## src/rtl/axil_timeout_guard.sv

```systemverilog
// axil_timeout_guard: forwards AXI-Lite writes/reads to a slave and answers SLVERR upstream when the slave stalls too long.
module axil_timeout_guard #(
    parameter int          ADDR_W         = 40,
    parameter int          TIMEOUT_CYCLES = 1024,
    parameter logic [31:0] ERR_RDATA      = 32'hDEADDEAD
) (
    input  logic              axi_aclk,
    input  logic              axi_areset,
    input  logic              s_axi_awvalid,
    output logic              s_axi_awready,
    input  logic [ADDR_W-1:0] s_axi_awaddr,
    input  logic [2:0]        s_axi_awprot,
    input  logic              s_axi_wvalid,
    output logic              s_axi_wready,
    input  logic [31:0]       s_axi_wdata,
    input  logic [3:0]        s_axi_wstrb,
    output logic              s_axi_bvalid,
    input  logic              s_axi_bready,
    output logic [1:0]        s_axi_bresp,
    input  logic              s_axi_arvalid,
    output logic              s_axi_arready,
    input  logic [ADDR_W-1:0] s_axi_araddr,
    input  logic [2:0]        s_axi_arprot,
    output logic              s_axi_rvalid,
    input  logic              s_axi_rready,
    output logic [31:0]       s_axi_rdata,
    output logic [1:0]        s_axi_rresp,
    output logic              m_axi_awvalid,
    input  logic              m_axi_awready,
    output logic [ADDR_W-1:0] m_axi_awaddr,
    output logic [2:0]        m_axi_awprot,
    output logic              m_axi_wvalid,
    input  logic              m_axi_wready,
    output logic [31:0]       m_axi_wdata,
    output logic [3:0]        m_axi_wstrb,
    input  logic              m_axi_bvalid,
    output logic              m_axi_bready,
    input  logic [1:0]        m_axi_bresp,
    output logic              m_axi_arvalid,
    input  logic              m_axi_arready,
    output logic [ADDR_W-1:0] m_axi_araddr,
    output logic [2:0]        m_axi_arprot,
    input  logic              m_axi_rvalid,
    output logic              m_axi_rready,
    input  logic [31:0]       m_axi_rdata,
    input  logic [1:0]        m_axi_rresp,
    output logic              wr_hung,
    output logic              rd_hung,
    output logic [15:0]       timeout_count
);

    typedef enum logic [1:0] {IDLE, FWD, WAIT, RESP} state_t;

    localparam logic [15:0] T_LAST = 16'(TIMEOUT_CYCLES - 1);

    state_t      w_state, w_next, r_state, r_next;
    logic        w_accept, w_to, r_accept, r_to;
    logic        aw_pend, w_pend, ar_pend;
    logic [15:0] w_timer, r_timer;
    logic [1:0]  b_resp_q, r_resp_q;
    logic [31:0] r_data_q;
    logic [16:0] cnt_sum;

    assign m_axi_awvalid = aw_pend;
    assign m_axi_wvalid  = w_pend;
    assign m_axi_arvalid = ar_pend;
    assign m_axi_bready  = (w_state == WAIT) | wr_hung;
    assign m_axi_rready  = (r_state == WAIT) | rd_hung;
    assign s_axi_bvalid  = (w_state == RESP);
    assign s_axi_bresp   = b_resp_q;
    assign s_axi_rvalid  = (r_state == RESP);
    assign s_axi_rresp   = r_resp_q;
    assign s_axi_rdata   = r_data_q;
    assign cnt_sum       = {1'b0, timeout_count} + 17'(w_to) + 17'(r_to);

    // Write path next state: accept both channels together, forward, wait for B, respond; the timer bounds FWD+WAIT.
    always_comb begin
        w_next        = w_state;
        w_accept      = 1'b0;
        w_to          = 1'b0;
        s_axi_awready = 1'b0;
        s_axi_wready  = 1'b0;
        case (w_state)
            IDLE: begin
                w_accept      = !axi_areset && s_axi_awvalid && s_axi_wvalid;
                s_axi_awready = w_accept;
                s_axi_wready  = w_accept;
                w_next        = w_accept ? (wr_hung ? RESP : FWD) : IDLE;
            end
            FWD: begin
                w_to   = (w_timer == T_LAST);
                w_next = w_to ? RESP :
                         ((!aw_pend || m_axi_awready) && (!w_pend || m_axi_wready)) ? WAIT : FWD;
            end
            WAIT: begin
                w_to   = (w_timer == T_LAST) && !m_axi_bvalid;
                w_next = (m_axi_bvalid || w_to) ? RESP : WAIT;
            end
            default: w_next = s_axi_bready ? IDLE : RESP;
        endcase
    end

    // Read path next state: same shape as the write path with a single address channel.
    always_comb begin
        r_next        = r_state;
        r_accept      = 1'b0;
        r_to          = 1'b0;
        s_axi_arready = 1'b0;
        case (r_state)
            IDLE: begin
                r_accept      = !axi_areset && s_axi_arvalid;
                s_axi_arready = r_accept;
                r_next        = r_accept ? (rd_hung ? RESP : FWD) : IDLE;
            end
            FWD: begin
                r_to   = (r_timer == T_LAST);
                r_next = r_to ? RESP : (!ar_pend || m_axi_arready) ? WAIT : FWD;
            end
            WAIT: begin
                r_to   = (r_timer == T_LAST) && !m_axi_rvalid;
                r_next = (m_axi_rvalid || r_to) ? RESP : WAIT;
            end
            default: r_next = s_axi_rready ? IDLE : RESP;
        endcase
    end

    // Write path registers; requests taken while hung are never forwarded so held m-side payload stays stable.
    always_ff @(posedge axi_aclk or posedge axi_areset) begin
        if (axi_areset) begin
            w_state      <= IDLE;
            aw_pend      <= 1'b0;
            w_pend       <= 1'b0;
            w_timer      <= '0;
            b_resp_q     <= '0;
            wr_hung      <= 1'b0;
            m_axi_awaddr <= '0;
            m_axi_awprot <= '0;
            m_axi_wdata  <= '0;
            m_axi_wstrb  <= '0;
        end else begin
            w_state <= w_next;
            if (w_accept && !wr_hung) begin
                m_axi_awaddr <= s_axi_awaddr;
                m_axi_awprot <= s_axi_awprot;
                m_axi_wdata  <= s_axi_wdata;
                m_axi_wstrb  <= s_axi_wstrb;
            end
            aw_pend <= (w_accept && !wr_hung) || (aw_pend && !m_axi_awready);
            w_pend  <= (w_accept && !wr_hung) || (w_pend && !m_axi_wready);
            w_timer <= w_accept ? 16'd0 : (w_state == FWD || w_state == WAIT) ? w_timer + 16'd1 : w_timer;
            if ((w_accept && wr_hung) || w_to)
                b_resp_q <= 2'b10;
            else if (w_state == WAIT && m_axi_bvalid)
                b_resp_q <= m_axi_bresp;
            wr_hung <= w_to || (wr_hung && !m_axi_bvalid);
        end
    end

    // Read path registers; timeouts and hung requests return ERR_RDATA with SLVERR.
    always_ff @(posedge axi_aclk or posedge axi_areset) begin
        if (axi_areset) begin
            r_state      <= IDLE;
            ar_pend      <= 1'b0;
            r_timer      <= '0;
            r_resp_q     <= '0;
            r_data_q     <= '0;
            rd_hung      <= 1'b0;
            m_axi_araddr <= '0;
            m_axi_arprot <= '0;
        end else begin
            r_state <= r_next;
            if (r_accept && !rd_hung) begin
                m_axi_araddr <= s_axi_araddr;
                m_axi_arprot <= s_axi_arprot;
            end
            ar_pend <= (r_accept && !rd_hung) || (ar_pend && !m_axi_arready);
            r_timer <= r_accept ? 16'd0 : (r_state == FWD || r_state == WAIT) ? r_timer + 16'd1 : r_timer;
            if ((r_accept && rd_hung) || r_to) begin
                r_resp_q <= 2'b10;
                r_data_q <= ERR_RDATA;
            end else if (r_state == WAIT && m_axi_rvalid) begin
                r_resp_q <= m_axi_rresp;
                r_data_q <= m_axi_rdata;
            end
            rd_hung <= r_to || (rd_hung && !m_axi_rvalid);
        end
    end

    // Saturating timeout event counter, both paths may fire in the same cycle.
    always_ff @(posedge axi_aclk or posedge axi_areset) begin
        if (axi_areset)
            timeout_count <= '0;
        else if (w_to || r_to)
            timeout_count <= cnt_sum[16] ? 16'hFFFF : cnt_sum[15:0];
    end

endmodule

```

## config.mk

```make
export PLATFORM = sky130hd
export DESIGN_NAME = axil_timeout_guard
export DESIGN_NICKNAME = d
export VERILOG_FILES = /design/src/rtl/axil_timeout_guard.sv
export SDC_FILE = /design/constraint.sdc
export NUM_CORES = 1
export LEC_CHECK = 0
export ABC_AREA = 1
export CAP_MARGIN = 25
export CORE_MARGIN = 4
export CORE_UTILIZATION = 46
export CTS_BUF_LIST = sky130_fd_sc_hd__clkbuf_8
export DETAILED_ROUTE_END_ITERATION = 10
export GPL_ROUTABILITY_DRIVEN = 0
export PLACE_DENSITY_LB_ADDON = 0.12
export SYNTH_ARGS = -nofsm -noshare
export SYNTH_HDL_FRONTEND = slang
export SYNTH_SLANG_ARGS = --single-unit
export TNS_END_PERCENT = 10
```

## constraint.sdc

```tcl
create_clock -name axi_aclk -period 7.5 [get_ports axi_aclk]
set_input_delay 1.5 -clock axi_aclk [delete_from_list [all_inputs] [get_ports axi_aclk]]
set_output_delay 1.5 -clock axi_aclk [all_outputs]
set_load 0.01 [all_outputs]
```

Word level (Yosys, flattened, before mapping):

Cells that the tools add are included.

* register bits: 215
* input port bits: 170
* output and inout port bits: 186

* add/subtract/negate cells: 4
* equal/unequal tests: 8
* multiplexer cells: 29
* bitwise logic cells: 2
* reductions and logical operators: 49

Operators by type and width (number)
* $mux 16: 5
* $mux 32: 2
* $add 16x1->16 const B: 2
* $eq 16x10->1 const B: 2
* $mux 2: 14
* $add 16x1->17: 1
* $add 17x1->17: 1
* $logic_and 1x1->1: 17
* $logic_or 1x1->1: 15
* $pmux 2 s3: 2
* $logic_not 1->1: 11
* $eq 2x2->1 const B: 4
* $reduce_bool 2->1: 4
* $eq 2x1->1 const B: 2
* $logic_not 2->1: 2
* $mux 1: 4
* $pmux 1 s2: 2
* $or 1x1->1: 2

Depth between registers and ports, before layout:

Gate-level depths: netlist (run 1).

* depth after elaboration: 7
* mapped depth: 17

Worst setup path after synthesis (run 1):

OpenSTA, ideal clock, no wires.

* path type: input -> output
* start: input port axi_areset
* end: output port s_axi_wready
* data arrival time: 4663 ps
* data required time: 6000 ps
* slack: 1337 ps
* cell stages on the path: 5
* path buffers: 2
* path through: inv_2 -> nand2_1 -> nor2_1 -> buf_2 -> buf_4

* word-level cells in the longest chain between the ends: 4

Ends and longest elaborated chain
* start, declared: line 8 `input logic axi_areset,`
* $logic_not 1->1 (no source line)
* $logic_and 1x1->1 (2 in a row): line 85 `w_accept = !axi_areset && s_axi_awvalid && s_axi_wvalid;`
* $mux 1
* end, declared: line 14 `output logic s_axi_wready,`

Every way passes these cells.

Worst setup path in the final report (run 1):

* start: input port axi_areset
* end: output port s_axi_arready

* word-level cells in the longest chain between the ends: 3

Ends and longest elaborated chain
* $logic_not 1->1 (no source line)
* $logic_and 1x1->1: line 111 `r_accept = !axi_areset && s_axi_arvalid;`
* $mux 1: line 109 `case (r_state)`
* end, declared: line 21 `output logic s_axi_arready,`

Every way passes these cells.

==> impl_metrics.yaml, run 1 <==
layout:
  multi_input_area_sq_um: 3600
  area_delta_synth_final_pct: 48.2
  nets: 1436
  layout-drive-gt1-share: 0.170
  mostFrequentLayoutCells: "clkdlybuf4s50_1, dfrtp_1, nand2_1, mux2_2, inv_1"
  n_fill_cell: 1634
  instances_no_fill: 1550
  layout_commonest_cell: "clkdlybuf4s50_1"
  register_area_sq_um: 5380
sta:
  rsz0062_at_grt: "no"
  period_needed_ns: 5.19
  tightestPinTransition_ns: 0.998
  setup_viol: 0
  slew_headroom: 0.334
  hold_viol: 0
  tns_ns: 0
  finalMaxSlewViolations: 0
  fin_skew_ns: 0.0236
  finalCritPeriodShare: 0.691
  fmax_mhz: 193
cts:
  cts_sinks: 215
  h-tree-depth: 2
  clk_latency_ns: 0.53
  cts_made_buffers: 39
  cts_setup_buffers: 0
  postCtsHoldBufs: 0
  cts_tree: "built"
  clk_pin_slew_worst_paths_ns: 0.05
  root_buffer: "clkbuf_8"
  cts_resized: 0
  cts.path.max_buffers: 3
worst_setup_path:
  crit_family: "buffers and inverters"
  cp_slowest_stage_delay_ns: 0.57
  startpoint_type: "input port"
  worst_path_most_repeated_cell: "clkdlybuf4s50_1"
  cp_cell_sequence: "clkdlybuf4s50_1, inv_8, nand3_2, inv_2, clkdlybuf4s50_1"
  slowest_stage: "clkdlybuf4s50_1"
  crit_required_ns: 6.00
  critical_path_class: "input port to primary output"
  cp.arrival_ns: 3.69
  end_kind: "primary output"
  cp_num_buf_inv: 4
  worst-path-max-fanout: 86
place:
  dpl.cell_count: 1483
  dp_hpwl_um: 21400
  portBuffers: 355
power_and_ir_drop:
  p_leak_nw: 6.29
  power_density_nw_per_um2: 361
  vdd_drop_max_mv: 0.210
drt:
  drt_first_iter_violations: 303
  vias: 7703
  viasPerCell: 4.97
  antenna_left: 0
  first_pass_iters: 4
  drt-wirelength-per-cell_um: 18.4
  drc_errors: 0
  drt_wl_total_um: 28500
logic_synthesis:
  syn_inst: 881
  synth_cell_type_count: 41
  syn_area_sq_um: 9440
  avgSynthCellArea_sq_um: 10.7
  ys_warn_count: 0
  synth_nets: 1063
  seq_area_frac_synth: 0.570
  synth_seq_cells: 215
min_path:
  hp-class: "register to register"
outcome:
  outcome: "finished, final reports clean"
grt:
  grt_pass1_vias: 7663
  grt_max_degree: 87
  grt_pass1_wl_um: 42200
  grt_remaining_overflow: 0
  grtUsageTotal: 0.240
  antenna_found_initial: 2
floorplanning:
  fp.dieW_um: 151
  start_util: 0.466
  fp.dieH_um: 151
  boundaryPins: 356
  placementRows: 52
  coreArea_sq_um: 20200
  die_area_sq_um: 22900
job:
  drv_cap: 0
worst register-to-register path: stages, from the launching register on:
cell and delay (ns):
dfrtp_1 0.38, inv_1 0.08, ha_1 0.53, nand3_1 0.17, nor3_1 0.33, nand3_1 0.17
fa_1 0.43, inv_1 0.07, ha_1 0.19, nand3_1 0.15, nor3_4 0.22, nand2_1 0.12
nor2_2 0.14, nand3_2 0.35, nand3_1 0.22
cell usage after synthesis:
cell	number	area share
and2_1	1	0.00066
clkbuf_1	7	0.0028
mux2_2	118	0.14
and3_1	1	0.00066
ha_1	11	0.015
dfrtp_1	215	0.57
nor3_1	19	0.010
a21boi_0	1	0.00080
nand3_4	2	0.0037
fa_1	1	0.0021
mux2i_1	1	0.0011
nand2_2	4	0.0027
nor2_2	2	0.0013
buf_2	16	0.0085
nor2_4	4	0.0048
o22ai_1	1	0.00066
o21a_1	1	0.00080
nor3_4	1	0.0017
nand2_1	155	0.062
inv_1	71	0.028
nand3_2	12	0.013
nand4_1	19	0.013
buf_1	1	0.00040
or2_2	2	0.0013
a21oi_1	33	0.017
nand2_4	2	0.0024
a221oi_1	1	0.00093
clkinv_1	2	0.00080
xor2_1	1	0.00093
o21ai_1	4	0.0021
nand4_2	1	0.0013
inv_2	8	0.0032
o21ai_0	36	0.019
mux2_1	4	0.0048
nand3_1	49	0.026
buf_6	2	0.0024
buf_4	4	0.0032
a31oi_1	1	0.00066
nand3b_1	4	0.0032
nand4_4	1	0.0023
nor2_1	62	0.025
area by class of cell:
type / instances / share of cell area
Sequential cell: 215 / 0.385
Timing Repair Buffer: 362 / 0.259
Multi-Input combinational cell: 555 / 0.257
Clock buffer: 44 / 0.0433
Tap cell: 270 / 0.0242
Inverter: 81 / 0.0223
Clock inverter: 19 / 0.00805
Antenna cell: 4 / 0.000716
stage by stage:
step	setup WS [ns]	total power [W]	hold slack (ns)	cell area, sq um	util
after floorplan	1.34	0.00276	0.474	9440	-
final	2.31	0.00505	0.498	14000	0.691
after global routing	2.08	0.00535	0.513	14000	0.691
after CTS	2.25	0.00510	0.504	14000	0.691
after global placement	2.28	0.00397	0.474	13200	0.654
after detailed placement	2.25	0.00402	0.484	13300	0.655
where the power goes:
part           leakage, nW  switching [W]  internal (W)
sequential            2.66       0.000266       0.00163
clock                0.413       0.000481      0.000568
combinational         3.22       0.000901       0.00120
worst paths after layout:
kind                            cells after the start                        start                       endpoint  slack, ns
min in group asynchronous                           2                   axi_areset  timeout_count[11]$_DFFE_PP0P_       1.46
worst min register to register                      2  s_axi_rdata[23]$_DFFE_PP0P_    s_axi_rdata[23]$_DFFE_PP0P_       0.50
worst max-delay path                                5                   axi_areset                  s_axi_arready       2.31
max in group asynchronous                           3                   axi_areset    m_axi_wdata[30]$_DFFE_PP0P_       4.70
worst max register to register                     14         w_state[0]$_DFF_PP0_  timeout_count[14]$_DFFE_PP0P_       3.86
worst min-delay path                                2  s_axi_rdata[23]$_DFFE_PP0P_    s_axi_rdata[23]$_DFFE_PP0P_       0.50
flip-flops by register name (all words and copies together) (netlist names), 3 cells and up:
| register | cells |
|---|---|
| m_axi_araddr | 40 |
| m_axi_wstrb | 4 |
| s_axi_rdata | 32 |
| w_timer | 16 |
| timeout_count | 16 |
| m_axi_wdata | 32 |
| m_axi_awprot | 3 |
| m_axi_arprot | 3 |
| r_timer | 16 |
| m_axi_awaddr | 40 |
cells by family (layout without fill, tap and decap cells):
family,Yosys count,count (layout),share of synthesized area
multiplexers,123,123,0.147
buffers and inverters,111,506,0.0495
flip-flops,215,215,0.570
other,0,4,0
XOR/XNOR,1,1,0.000928
AO/OA/AOI/OAI,78,78,0.0426
AND/OR/NAND/NOR,341,341,0.174
adder cells (fa/ha/maj),12,12,0.0167
routing by layer:
layer,vias up,global-route usage,wire length [um]
li1,3676,-,-
met5,-,0,0
met1,3714,0.294,11200
met2,267,0.385,13900
met3,46,0.100,2740
met4,0,0.0807,752
Note: power is estimated with default switching activity, not from simulation.
==> run 2, diff against run 1 <==
- clock period: 7.5 -> 4.9 ns (I/O delays scaled with it)
==> run 2 against run 1 <==
  * Via count is 0.17% higher
  * Sequential share of layout area hardly changed
  * Non-clock buffer count is 1 lower
  * Critical path type unchanged
  * Largest cell class unchanged
  * Largest power group unchanged
==> impl_metrics.yaml, run 2 (same netlist as run 1, synthesis figures left out) <==
outcome:
  outcome: "finished, final reports clean"
layout:
  fin_area_sq_um: 14000
  layout_commonest_cell: "clkdlybuf4s50_1"
  multi_input_area_sq_um: 3600
  mostFrequentLayoutCells: "clkdlybuf4s50_1, dfrtp_1, nand2_1, mux2_2, inv_1"
  layout-drive-gt1-share: 0.168
  nets: 1434
  top_regs: "m_axi_araddr x40, m_axi_awaddr x40"
  n_fill_cell: 1549
  area_delta_synth_final_pct: 48.2
  final_util: 0.691
  register_area_sq_um: 5380
cts:
  postCtsHoldBufs: 0
  h-tree-depth: 2
  clk_pin_slew_worst_paths_ns: 0.06
  cts_setup_buffers: 0
  cts_resized: 0
  cts_made_buffers: 38
  root_buffer: "clkbuf_8"
  clk_latency_ns: 0.52
  cts.path.max_buffers: 3
  cts_sinks: 215
  cts_tree: "built"
job:
  drv_cap: 0
sta:
  hold_viol: 0
  tns_ns: 0
  finalCritPeriodShare: 0.800
  period_needed_ns: 3.92
  tightestPinTransition_ns: 0.925
  finalMaxSlewViolations: 0
  setup_viol: 0
  fin_skew_ns: 0.0192
  fmax_mhz: 255
  slew_headroom: 0.384
  rsz0062_at_grt: "no"
floorplanning:
  start_util: 0.466
  coreArea_sq_um: 20200
  placementRows: 52
  fp.dieW_um: 151
  die_area_sq_um: 22900
  fp.dieH_um: 151
  boundaryPins: 356
grt:
  grt_remaining_overflow: 0
  grt_pass1_wl_um: 42800
  grt_pass1_vias: 7716
  antenna_found_initial: 2
  grtUsageTotal: 0.243
  grt_max_degree: 169
worst_setup_path:
  cp.arrival_ns: 2.94
  cp_cell_sequence: "clkdlybuf4s50_1, inv_8, nand3_2, inv_2, clkdlybuf4s50_1"
  r2r_start: "w_state[0]$_DFF_PP0_"
  end_kind: "primary output"
  cp_slowest_stage_delay_ns: 0.57
  crit_required_ns: 3.92
  critical_path_class: "input port to primary output"
  crit_start: "axi_areset"
  crit_family: "buffers and inverters"
  slowest_stage: "clkdlybuf4s50_1"
  startpoint_type: "input port"
  worst-path-max-fanout: 50
  rrSetupSlack_ns: 1.32
  worst_path_most_repeated_cell: "clkdlybuf4s50_1"
  cp_num_buf_inv: 4
drt:
  drc_errors: 0
  drt_wl_total_um: 28600
  viasPerCell: 4.98
  drt-wirelength-per-cell_um: 18.4
  antenna_left: 0
  first_pass_iters: 5
  drt_first_iter_violations: 332
  vias: 7716
power_and_ir_drop:
  p_total_w: 0.00770
  power_density_nw_per_um2: 550
  vdd_drop_max_mv: 0.392
  p_leak_nw: 6.30
place:
  place_area_sq_um: 13200
  dp_hpwl_um: 21400
  portBuffers: 355
min_path:
  hold_start: "m_axi_araddr[9]$_DFFE_PP0P_"
  hp-class: "register to register"
-- run 2: cell types whose count changed in the layout (fill, tap and decap cells not counted), sizes merged --
cell    previous run  this run
inv               91        93
clkinv             7         6
clkbuf            44        46
diode              4         3
bufinv             1         0
buf                7         6
-- run 2: layout make-up --
cell class	count	share of cell area
inverter	81	0.0223
sequential	215	0.385
antenna	3	0.000537
multi-input combinational	555	0.257
tap	270	0.0242
clock buffer	46	0.0453
timing repair buffer	361	0.260
clock inverter	19	0.00573
-- run 2: routing by layer --
layer	track usage	up-vias	wire length, um
met2	0.403	285	14100
li1	-	3664	-
met1	0.292	3701	11000
met3	0.0904	62	2670
met4	0.0843	4	828
met5	0	-	27
-- run 2: worst paths after layout --
| check | end | cells past startpoint |
|---|---|---|
| worst max-delay path | s_axi_arready | 5 |
| min in group asynchronous | s_axi_rdata[18]$_DFFE_PP0P_ | 2 |
| worst max register to register | timeout_count[11]$_DFFE_PP0P_ | 14 |
| max in group asynchronous | m_axi_awaddr[24]$_DFFE_PP0P_ | 3 |
| worst min register to register | m_axi_araddr[9]$_DFFE_PP0P_ | 1 |
| worst min-delay path | m_axi_araddr[9]$_DFFE_PP0P_ | 1 |
-- run 2: stage by stage --
stage	instances	hold WS (ns)	setup WS [ns]
2_1_floorplan	881	0.474	0.776
5_1_grt	1547	0.513	0.817
6_report	1550	0.495	0.980
3_3_place_gp	1481	0.475	0.954
4_1_cts	1546	0.498	0.947
3_5_place_dp	1481	0.484	0.947
-- run 2: power by group --
part | internal, W | total [W] | leakage, nW | switching (W)
clock | 0.000844 | 0.00156 | 0.421 | 0.000711
combinational | 0.00184 | 0.00323 | 3.22 | 0.00139
sequential | 0.00250 | 0.00291 | 2.66 | 0.000416
total | 0.00518 | 0.00770 | 6.30 | 0.00251
==> run 3, diff against run 2 <==
- CORE_UTILIZATION: 46 -> 41
- clock period: 4.9 -> 3.2 ns (I/O delays scaled with it)
==> run 3 against run 2 <==
  * Routed wire length is 1.6% lower
  * Non-clock buffer count is 19 higher
  * Total power is 58% higher
  * Combinational power is 53% higher
  * Setup slack worse by 0.71 ns
  * Final area is 2.4% higher
  * Sequential power is 52% higher
  * Clock skew is 0.0033 ns lower
  * Utilization is 5.8 points lower
  * Worst hold slack better by 0.0055 ns
  * Critical path type is now register to register
==> impl_metrics.yaml, run 3 (same netlist as run 1, synthesis figures left out) <==
outcome:
  outcome: "finished, final reports clean"
layout:
  mostFrequentLayoutCells: "clkdlybuf4s50_1, dfrtp_1, nand2_1, mux2_2, inv_1"
  register_area_sq_um: 5380
  final_util: 0.633
  area_delta_synth_final_pct: 51.8
  layout_commonest_cell: "clkdlybuf4s50_1"
  antenna_cells: 0
  nets: 1454
  multi_input_area_sq_um: 3600
  n_fill_cell: 1862
  instances_no_fill: 1585
  top_regs: "m_axi_araddr x40, m_axi_awaddr x40"
  layout-drive-gt1-share: 0.187
grt:
  grt_pass1_vias: 8094
  grt_remaining_overflow: 0
  grt_max_degree: 68
  grt_pass1_wl_um: 44400
  antenna_found_initial: 1
  grtUsageTotal: 0.218
worst_setup_path:
  end_kind: "register"
  cp.arrival_ns: 3.38
  critical_path_class: "register to register"
  worst-path-max-fanout: 6
  crit_start: "w_state[0]$_DFF_PP0_"
  crit_required_ns: 3.65
  startpoint_type: "register"
  r2r_start: "w_state[0]$_DFF_PP0_"
min_path:
  hold_start: "s_axi_rdata[28]$_DFFE_PP0P_"
  hp-class: "register to register"
sta:
  finalCritPeriodShare: 0.916
  tightestPinTransition_ns: 0.861
  setup_viol: 0
  setup_slack_ns: 0.268
  tns_ns: 0
  hold_viol: 0
  finalMaxSlewViolations: 0
  rsz0062_at_grt: "no"
  period_needed_ns: 2.93
  fin_skew_ns: 0.0160
  slew_headroom: 0.426
  fmax_mhz: 341
power_and_ir_drop:
  power_density_nw_per_um2: 851
  vdd_drop_max_mv: 0.634
  p_leak_nw: 6.47
  seq_power_share: 0.361
  swShare: 0.311
  clkPwrFrac: 0.234
  p_int_w: 0.00840
  combPwrFrac: 0.405
  p_switching_w: 0.00380
drt:
  first_pass_iters: 7
  antenna_left: 0
  viasPerCell: 4.88
  drt-wirelength-per-cell_um: 17.7
  vias: 7730
  drc_errors: 0
  drt_wl_total_um: 28100
  drt_first_iter_violations: 400
floorplanning:
  start_util: 0.417
  die_area_sq_um: 25500
  fp.dieW_um: 160
  coreArea_sq_um: 22600
  fp.dieH_um: 160
  placementRows: 55
  boundaryPins: 356
place:
  dp_hpwl_um: 21100
  dpl_worst_slack_ns: 0.0185
  dpl.cell_count: 1516
  portBuffers: 355
cts:
  h-tree-depth: 2
  cts_sinks: 215
  postCtsHoldBufs: 0
  clk_pin_slew_worst_paths_ns: 0.06
  cts_setup_buffers: 0
  cts_made_buffers: 39
  root_buffer: "clkbuf_8"
  cts.path.max_buffers: 3
  clk_latency_ns: 0.52
  cts_resized: 0
  cts_tree: "built"
job:
  drv_cap: 0
==> run 3: cell types whose count changed in the layout (fill, tap and decap cells not counted) <==
cell	delta
buf_4	+17
clkbuf_8	+7
inv_1	-5
bufinv_16	+3
diode_2	-3
buf_12	+2
clkinvlp_4	-1
==> run 3: metal layers <==
layer	vias up	global-route usage	routed length [um]
li1	3710	-	-
met1	3682	0.252	10800
met2	286	0.371	13800
met3	50	0.0942	2800
met4	2	0.0600	631
met5	-	0	19
==> run 3: worst max-delay path, cell delays in order, from the launching register on <==
cell and delay [ns]:
dfrtp_1 0.37, inv_1 0.07, ha_1 0.30, nand3_1 0.10, nor3_1 0.24, nand3_1 0.18
fa_1 0.44, inv_1 0.07, ha_1 0.15, nand3_1 0.14, nor3_4 0.17, nand2_1 0.11
nor2_2 0.14, nand3_2 0.11, buf_4 0.19, nand3_1 0.08
==> run 3: final cells by class <==
class / count / area share
Clock buffer: 53 / 0.0509
Tap cell: 285 / 0.0249
Clock inverter: 16 / 0.0100
Timing Repair Buffer: 380 / 0.266
Sequential cell: 215 / 0.376
Multi-Input combinational cell: 555 / 0.251
Inverter: 81 / 0.0218
==> run 3: stage by stage <==
| stage | cell area (sq um) | hold slack [ns] | power (W) |
|---|---|---|---|
| floorplan | 9440 | 0.474 | 0.00647 |
| global placement | 13500 | 0.475 | 0.00933 |
| detailed placement | 13500 | 0.487 | 0.00941 |
| CTS | 14300 | 0.503 | 0.0124 |
| global route | 14300 | 0.509 | 0.0130 |
| finish | 14300 | 0.500 | 0.0122 |
==> run 3: final timing paths <==
check | to | slack [ns] | cells after the start
setup / recovery | timeout_count[14]$_DFFE_PP0P_ | 0.27 | 15
hold / removal | s_axi_rdata[28]$_DFFE_PP0P_ | 0.50 | 2
setup reg to reg | timeout_count[14]$_DFFE_PP0P_ | 0.27 | 15
hold reg to reg | s_axi_rdata[28]$_DFFE_PP0P_ | 0.50 | 2
max in group asynchronous | m_axi_wvalid$_DFF_PP0_ | 0.97 | 4
min in group asynchronous | w_timer[7]$_DFFE_PP0P_ | 0.57 | 3
==> run 3: power by group through the flow <==
stage | sequential, W | clock (W) | combinational (W)
final | 0.00441 | 0.00285 | 0.00494
after detailed placement | 0.00444 | 0 | 0.00497
after CTS | 0.00442 | 0.00295 | 0.00501
after floorplan | 0.00488 | 0 | 0.00159
after global placement | 0.00439 | 0 | 0.00494
after global routing | 0.00456 | 0.00308 | 0.00533
